### src/rtl/hex_scan_disp_pkg.sv
// Shared widths, mode codes, segment constants and the hex seg7 table for the
// scanned 7-segment display path.
package hex_scan_disp_pkg;

  localparam int unsigned WORD_W = 32;
  localparam int unsigned DIG_N  = 8;
  localparam int unsigned IDX_W  = 3;
  localparam int unsigned NIB_W  = 4;
  localparam int unsigned SEG_W  = 8;
  localparam int unsigned MODE_W = 3;

  localparam logic [MODE_W-1:0] MODE_A = 3'b000;
  localparam logic [MODE_W-1:0] MODE_B = 3'b001;

  localparam logic [SEG_W-1:0] SEG_BLANK = 8'hFF;
  localparam logic [DIG_N-1:0] AN_OFF    = 8'hFF;

  // Active-low {dp,g..a} per hex value; entry 0 sits in the low byte.
  localparam logic [16*SEG_W-1:0] SEG7_TABLE = {
    8'h8E, 8'h86, 8'hA1, 8'hC6, 8'h83, 8'h88, 8'h90, 8'h80,
    8'hF8, 8'h82, 8'h92, 8'h99, 8'hB0, 8'hA4, 8'hF9, 8'hC0
  };

  // Per-frame snapshot of the shown word and its cursor mask.
  typedef struct packed {
    logic [WORD_W-1:0] word;
    logic [DIG_N-1:0]  mask;
  } disp_snap_t;

endpackage

### src/rtl/hex_scan_disp_hex_to_seg7.sv
// Combinational hex nibble to active-low 7-segment (g..a) decoder.
module hex_to_seg7
  import hex_scan_disp_pkg::*;
(
  input  logic [NIB_W-1:0] nib,
  output logic [6:0]       seg_c
);

  assign seg_c = SEG7_TABLE[{nib, 3'b000} +: 7];

endmodule

### src/rtl/hex_scan_disp.sv
// Multiplexed 8-digit common-anode hex display with per-frame snapshot and
// cursor-digit blinking.
module hex_scan_disp
  import hex_scan_disp_pkg::*;
#(
  parameter int unsigned SCAN_W     = 17,
  parameter int unsigned BLINK_FRMS = 48
) (
  input  logic                clk,
  input  logic                rst,
  input  logic [WORD_W-1:0]   Ai,
  input  logic [WORD_W-1:0]   Bi,
  input  logic [WORD_W-1:0]   Ci,
  input  logic [4:0]          Dctr,
  input  logic [DIG_N-1:0]    blink,
  output logic [DIG_N-1:0]    AN,
  output logic [SEG_W-1:0]    SEGMENT
);

  localparam int unsigned FRM_W = (BLINK_FRMS > 1) ? $clog2(BLINK_FRMS) : 1;

  logic [SCAN_W-1:0] presc_q;
  logic [IDX_W-1:0]  idx_q;
  logic [FRM_W-1:0]  frm_q;
  logic              phase_q;
  disp_snap_t        snap_q;
  logic [DIG_N-1:0]  an_q;
  logic [SEG_W-1:0]  seg_q;

  logic              tick_c;
  logic              frame_c;
  logic [WORD_W-1:0] word_sel_c;
  logic [NIB_W-1:0]  nib_c;
  logic [6:0]        seg7_c;
  logic              unused_dctr_c;

  assign tick_c        = &presc_q;
  assign frame_c       = tick_c && (idx_q == IDX_W'(DIG_N - 1));
  assign unused_dctr_c = ^Dctr[1:0];

  // Word source for the next snapshot.
  always_comb begin
    word_sel_c = Ci;
    case (Dctr[4:2])
      MODE_A:  word_sel_c = Ai;
      MODE_B:  word_sel_c = Bi;
      default: word_sel_c = Ci;
    endcase
  end

  // Scan timing: prescaler, digit index, blink frame counter and phase.
  always_ff @(posedge clk or posedge rst) begin
    if (rst) begin
      presc_q <= '0;
      idx_q   <= '0;
      frm_q   <= '0;
      phase_q <= 1'b0;
    end else begin
      presc_q <= presc_q + SCAN_W'(1);
      if (tick_c) begin
        idx_q <= idx_q + IDX_W'(1);
      end
      if (frame_c) begin
        if (frm_q == FRM_W'(BLINK_FRMS - 1)) begin
          frm_q   <= '0;
          phase_q <= ~phase_q;
        end else begin
          frm_q <= frm_q + FRM_W'(1);
        end
      end
    end
  end

  // Data is latched only on frame boundaries so a frame never tears.
  always_ff @(posedge clk or posedge rst) begin
    if (rst) begin
      snap_q <= '0;
    end else if (frame_c) begin
      snap_q.word <= word_sel_c;
      snap_q.mask <= blink;
    end
  end

  assign nib_c = snap_q.word[{idx_q, 2'b00} +: NIB_W];

  hex_to_seg7 u_dec (
    .nib   (nib_c),
    .seg_c (seg7_c)
  );

  // Output registers; a blanked digit keeps its anode enabled.
  always_ff @(posedge clk or posedge rst) begin
    if (rst) begin
      an_q  <= AN_OFF;
      seg_q <= SEG_BLANK;
    end else begin
      an_q <= ~(DIG_N'(1) << idx_q);
      if (snap_q.mask[idx_q] && phase_q) begin
        seg_q <= SEG_BLANK;
      end else begin
        seg_q <= {1'b1, seg7_c};
      end
    end
  end

  assign AN      = an_q;
  assign SEGMENT = seg_q;

endmodule

### config.mk
export PLATFORM = sky130hd
export DESIGN_NAME = hex_scan_disp
export DESIGN_NICKNAME = d
export VERILOG_FILES = /design/src/rtl/hex_scan_disp_pkg.sv /design/src/rtl/hex_scan_disp_hex_to_seg7.sv /design/src/rtl/hex_scan_disp.sv
export SDC_FILE = /design/constraint.sdc
export NUM_CORES = 1
export LEC_CHECK = 0
export CORE_MARGIN = 1
export CORE_UTILIZATION = 49
export CTS_BUF_LIST = sky130_fd_sc_hd__clkbuf_4
export DETAILED_ROUTE_END_ITERATION = 16
export PLACE_DENSITY = 0.83
export SLEW_MARGIN = 20
export SYNTH_ARGS = -nofsm -noshare
export SYNTH_HDL_FRONTEND = slang
export SYNTH_HIERARCHICAL = 1
export SYNTH_SLANG_ARGS = --single-unit
### constraint.sdc
create_clock -name clk -period 3.3 [get_ports clk]
set_input_delay 0.66 -clock clk [delete_from_list [all_inputs] [get_ports clk]]
set_output_delay 0.66 -clock clk [all_outputs]
set_load 0.02 [all_outputs]
# ---- Word level (Yosys, flattened, before mapping)
# Cells that the tools add are included.
dict set report classes {
  add_sub_neg 3
  n_lt_le_gt_ge 1
  n_eq_ne 3
  n_shift 3
  n_mux 5
  n_bitwise 2
  reduce_logical 5
}
# operator count
set op_table {}
lappend op_table {{$shiftx A128 B8 Y7 const A} 1}
lappend op_table {{$pmux W32 S2} 1}
lappend op_table {{$shiftx A32 B6 Y4} 1}
lappend op_table {{$add A17 B1 Y17 const B} 1}
lappend op_table {{$reduce_and A17 Y1} 1}
lappend op_table {{$not A8 Y8} 1}
lappend op_table {{$shl A1 B3 Y8 const A} 1}
lappend op_table {{$mux W7} 1}
lappend op_table {{$add A6 B1 Y6 const B} 1}
lappend op_table {{$eq A6 B6 Y1 const B} 1}
lappend op_table {{$mux W6} 1}
lappend op_table {{$lt A3 B4 Y1 const B} 1}
lappend op_table {{$add A3 B1 Y3 const B} 1}
lappend op_table {{$bmux W1 S3} 1}
lappend op_table {{$eq A3 B1 Y1 const B} 1}
lappend op_table {{$eq A3 B3 Y1 const B} 1}
lappend op_table {{$logic_not A3 Y1} 1}
lappend op_table {{$logic_and A1 B1 Y1} 2}
lappend op_table {{$reduce_and A2 Y1} 1}
lappend op_table {{$mux W1} 1}
lappend op_table {{$not A1 Y1} 1}
dict set report totals {
  register_bits 83
  inputBits 111
  output_inout_bits 16
  wordCells 30
}

# ---- Logic depth before layout (Yosys ltp)
dict set report depth {
  word_depth 4
  depth_mapped 10
  ltp_nobuf 9
}

# ---- Cells and area by module
# Netlist, hierarchy kept.
# module n_inst cells_each area_per_inst_um2 seq_area_each_um2
set by_module_without_submodules {}
lappend by_module_without_submodules {hex_scan_disp 1 392 4046.4 2070.7}
lappend by_module_without_submodules {hex_to_seg7 1 36 252.7 0.0}

# ---- Worst setup path after synthesis
# OpenSTA, ideal clock, no wires.
dict set report synth_timing {
  kind {register to register}
  start {register idx_q[0]}
  end {register seg_q[0] (netlist: SEGMENT[0])}
  setup_ns 0.082
  t_arrival_ns 2.194
  required_time_ns 3.218
  path_slack_ns 1.024
  path_stages_with_launch 10
  n_path_buf 1
  synth_period_minus_slack_ns 2.276
  path_cell_list {dfrtp_1 buf_4 mux4_2 nand2_1 nand2_1 ha_1 or2b_1 o211ai_1 o21ai_1 or2_1}
}
dict set report synth_via {
  elab_cells_between_ends 6
  cone_classes {2 x shift; 3 x mux; 1 x reduce/logical}
}
# element line
set synth_lines {}
lappend synth_lines {{from (decl)} hex_scan_disp.sv:23} ;# logic [IDX_W-1:0] idx_q;
lappend synth_lines {{from (signal assigned)} hex_scan_disp.sv:61} ;# idx_q <= idx_q + IDX_W'(1);
lappend synth_lines {{$shiftx A32 B6 Y4} hex_scan_disp.sv:84} ;# assign nib_c = snap_q.word[{idx_q, 2'b00} +: NIB_W];
lappend synth_lines {{named net nib_c[0]} hex_scan_disp.sv:33} ;# logic [NIB_W-1:0] nib_c;
lappend synth_lines {{$shiftx A128 B8 Y7} hex_scan_disp_hex_to_seg7.sv:9} ;# assign seg_c = SEG7_TABLE[{nib, 3'b000} +: 7];
lappend synth_lines {{named net seg7_c[0]} hex_scan_disp.sv:34} ;# logic [6:0] seg7_c;
lappend synth_lines {{$mux W7} hex_scan_disp.sv:98} ;# if (snap_q.mask[idx_q] && phase_q) begin
lappend synth_lines {{to (signal assigned)} hex_scan_disp.sv:101} ;# seg_q <= {1'b1, seg7_c};
lappend synth_lines {{to (decl)} hex_scan_disp.sv:28} ;# logic [SEG_W-1:0] seg_q;
# The timed path passes the listed nets, and every way through them passes these cells. The select of a mux whose other input is x is not followed.
# A chain may end at the register's enable or synchronous reset.

# ---- Worst setup path after layout
dict set report layout_timing {
  start {register presc_q[0]}
  end {register phase_q}
}
dict set report layout_via {
  elab_chain_len 3
}
# element line
set layout_rtl {}
lappend layout_rtl {{from (decl)} hex_scan_disp.sv:22} ;# logic [SCAN_W-1:0] presc_q;
lappend layout_rtl {{from (signal assigned)} hex_scan_disp.sv:59} ;# presc_q <= presc_q + SCAN_W'(1);
lappend layout_rtl {{$reduce_and A17 Y1} hex_scan_disp.sv:37} ;# assign tick_c = &presc_q;
lappend layout_rtl {{named net tick_c} hex_scan_disp.sv:30} ;# logic tick_c;
lappend layout_rtl {{$logic_and A1 B1 Y1} hex_scan_disp.sv:38} ;# assign frame_c = tick_c && (idx_q == IDX_W'(DIG_N - 1));
lappend layout_rtl {{$reduce_and A2 Y1 (no source line)} n/a}
lappend layout_rtl {{to (signal assigned)} hex_scan_disp.sv:66} ;# phase_q <= ~phase_q;
lappend layout_rtl {{to (decl)} hex_scan_disp.sv:25} ;# logic phase_q;
# The timed path passes the listed nets, and every way through them passes these cells.

==> run metrics <==
biggest cell delay along the critical path roughly 0.41 ns; Post-Route Hold Slack 0.468 ns; final count of pins violating max slew 0; Clk Latency, worst-skew pair between 0.4 and 0.5 ns; flop and latch count out of synthesis around 80; Power per Cell Area between 300 and 400 nW/um^2; global-route wire length before repair 14.4 mm; area share of the largest cell type after synthesis 39.0%; path category of the worst min-delay check flop to flop; share of final-layout standard cells stronger than drive strength 1 10.6%; list of most frequent post-synthesis cells nand2_1 (98), o21ai_0 (68), dfrtp_1 (67); clock buffer count from CTS 9; Post-Syn Instances between 400 and 500; time the final worst path needs with I/O delays and setup approximately 2.7 ns; post-synthesis cell type count 37; Setup TNS 0 ns; post-synth design cell area between 4000 and 5000 um^2; Total GRT Usage around a fifth; 1st-pass router iterations 6; number of buffers added for setup after CTS 0; total congestion overflow 0; number of sinks on the clock net 82; element type at the critical path start flop; placed wire-length estimate after detailed placement 6.61 mm; ports placed on the boundary about 130; static leakage power roughly 2.6 nW; count of flip-flops with a built-in enable after synthesis 0; sequence of cells on the critical path ha_1, nand3_1, nor3_1, and3_1, ha_1, and3_1, nand3_1, nor3b_2, xor2_1; non-filler cells in the finished layout between 600 and 700; dpl cell area 5600 um^2; GP Congestion approximately 0.76; post-route fraction of the period consumed by the critical path roughly four fifths; area of the die 9150 um^2; post-synthesis to final-layout area growth 32.9%; std cell rows 33; worst path buffer plus inverter count 0; total of hold buffers inserted after clock tree synthesis 0; Placeable Area ~8300 um^2; maximum fanout encountered on the critical timing path 8; top area cells in the synthesized netlist dfrtp_1 (39%), dfstp_2 (9.2%), nand2_1 (8.6%); overall routed net length between 8 and 9 mm; most numerous cell in the Yosys netlist nand2_1; actual transition at the worst max-transition pin between 0.9 and 1 ns; area leader, netlist dfrtp_1; Post-CTS Resized 0; average via count per standard cell a little over 5; max-capacitance violation count 0; TritonCTS clock tree yes; final core occ between 60% and 70%; fraction of synthesis flops using an asynchronous set or reset pin 100%; effective utilization at floorplan 51.5%; drt initial violations 110; setup clock skew after layout between 0.007 and 0.008 ns; count of inserted antenna diode cells 0; sequential area share after synthesis 48.2%; Post-Synthesis Mean Instance Area around 10 um^2; category of the most critical setup path flop to flop; CTS root buf clkbuf_4; height of the die approximately 96 um; Yosys warning total 6; maximum number of pins on one net before global-route repair 65; arrival time of data at the critical path endpoint a little over 3 ns; buffer depth of the longest clock path 2; initial antenna violation count 0; dominant delay contributor by cell family on the critical path simple AND/OR/NAND/NOR gates; number of H-tree levels 3; number of port buffers ~120; number of vias in the routed layout approximately 3,300; Clock transition at path regs ~0.11 ns; Main synth FF type dfrtp_1; vias in the first global route roughly 3,400; run status complete, no violations; Post-Place Cells ~640; WL/cell about 13 um; worst-path cell with the longest stage delay nor3_1; # nets final 669; largest vdd supply drop about 0.16 mV; kind of capture point of the worst setup path flop; Hold Fails Final Rpt 0; Worst Path Required roughly 3.7 ns; Post-Synthesis Net Count approximately 560; detailed-route DRC error count 0; post-route cell area around 5700 um^2; number of routed nets with antenna violations 0; total setup violations reported at the end of the flow 0; Die X 95.7 um; Max-slew headroom between 30% and 40%; setup repair after global routing missed its margin no; Achievable Freq approximately 370 MHz
[layout by cell type (no fill, tap or decap), types with 2 or more instances in the layout]
cell | synthesis | final
nand2_1 | 98 | 97
clkdlybuf4s50_1 | 0 | 122
mux2_2 | 10 | 10
nand4_1 | 2 | 2
xnor2_1 | 10 | 10
nand3_1 | 11 | 11
dfstp_2 | 15 | 15
clkbuf_4 | 0 | 10
and3_1 | 5 | 5
ha_1 | 16 | 16
or2_1 | 8 | 8
a21oi_1 | 2 | 2
clkinv_2 | 0 | 4
xor2_1 | 10 | 10
buf_4 | 2 | 3
mux4_2 | 9 | 9
nor3_1 | 3 | 3
inv_1 | 10 | 9
mux2i_1 | 36 | 36
o21ai_0 | 68 | 68
dfrtp_1 | 67 | 67
o21ai_1 | 3 | 3
nor2_1 | 7 | 6
[cells by family after synthesis]
| family | synth area share (%) |
|---|---|
| simple gates | 13.9 |
| buf+inv | 3.64 |
| flops | 48.2 |
| xor+xnor | 4.07 |
| compound gates | 9.75 |
| fa+ha+maj | 4.66 |
| other cells | 0.0872 |
| mux | 15.7 |
[flip-flops by register name (all words and copies together) (netlist names)]
register / count
AN: 8
SEGMENT: 7
frm_q: 6
idx_q: 3
phase_q: 1
presc_q: 17
snap_q: 40
[layer usage]
layer  part of all wire (%)  vias up  wire length, um  global-route usage [%]
li1                       -     1676                -                       -
met1                     43     1536             3670                    24.8
met2                     50      118             4240                    36.4
met3                    5.0       11              423                    3.51
met4                    1.5        0              128                    7.71
met5                      0        -                0                       0
[worst paths after layout]
kind	depth (start not counted)	slack, ns	end	from
setup / recovery	9	0.60	phase_q	presc_q[0]
setup reg to reg	9	0.60	phase_q	presc_q[0]
hold / removal	1	0.47	presc_q[0]	presc_q[0]
min in group asynchronous	2	0.63	presc_q[5]	rst
max in group asynchronous	3	2.04	snap_q[17]	rst
hold reg to reg	1	0.47	presc_q[0]	presc_q[0]
[report_power, final]
group	switching [W]	total [W]	leakage, nW	internal, W
sequential	0	0.00101	0.911	0.00101
clock	0.000313	0.000541	0.0719	0.000228
combinational	0.0000749	0.000217	1.61	0.000142
total	0.000388	0.00176	2.59	0.00138
[final cells by class]
| class | instances | area (um^2) |
|---|---|---|
| Sequential cell | 82 | 2070 |
| Fill cell | 652 | 2630 |
| Inverter | 11 | 42.5 |
| Timing Repair Buffer | 127 | 1270 |
| Tap cell | 105 | 131 |
| Clock buffer | 10 | 75.1 |
| Clock inverter | 4 | 45.0 |
| Multi-Input combinational cell | 311 | 2080 |
[through the flow]
step                power (W)  worst slack [ns]
floorplan             0.00110             0.556
global placement      0.00124             0.737
detailed placement    0.00124             0.589
CTS                   0.00178             0.567
global route          0.00184             0.376
finish                0.00176             0.601
Power figures use the tool's default switching activity.
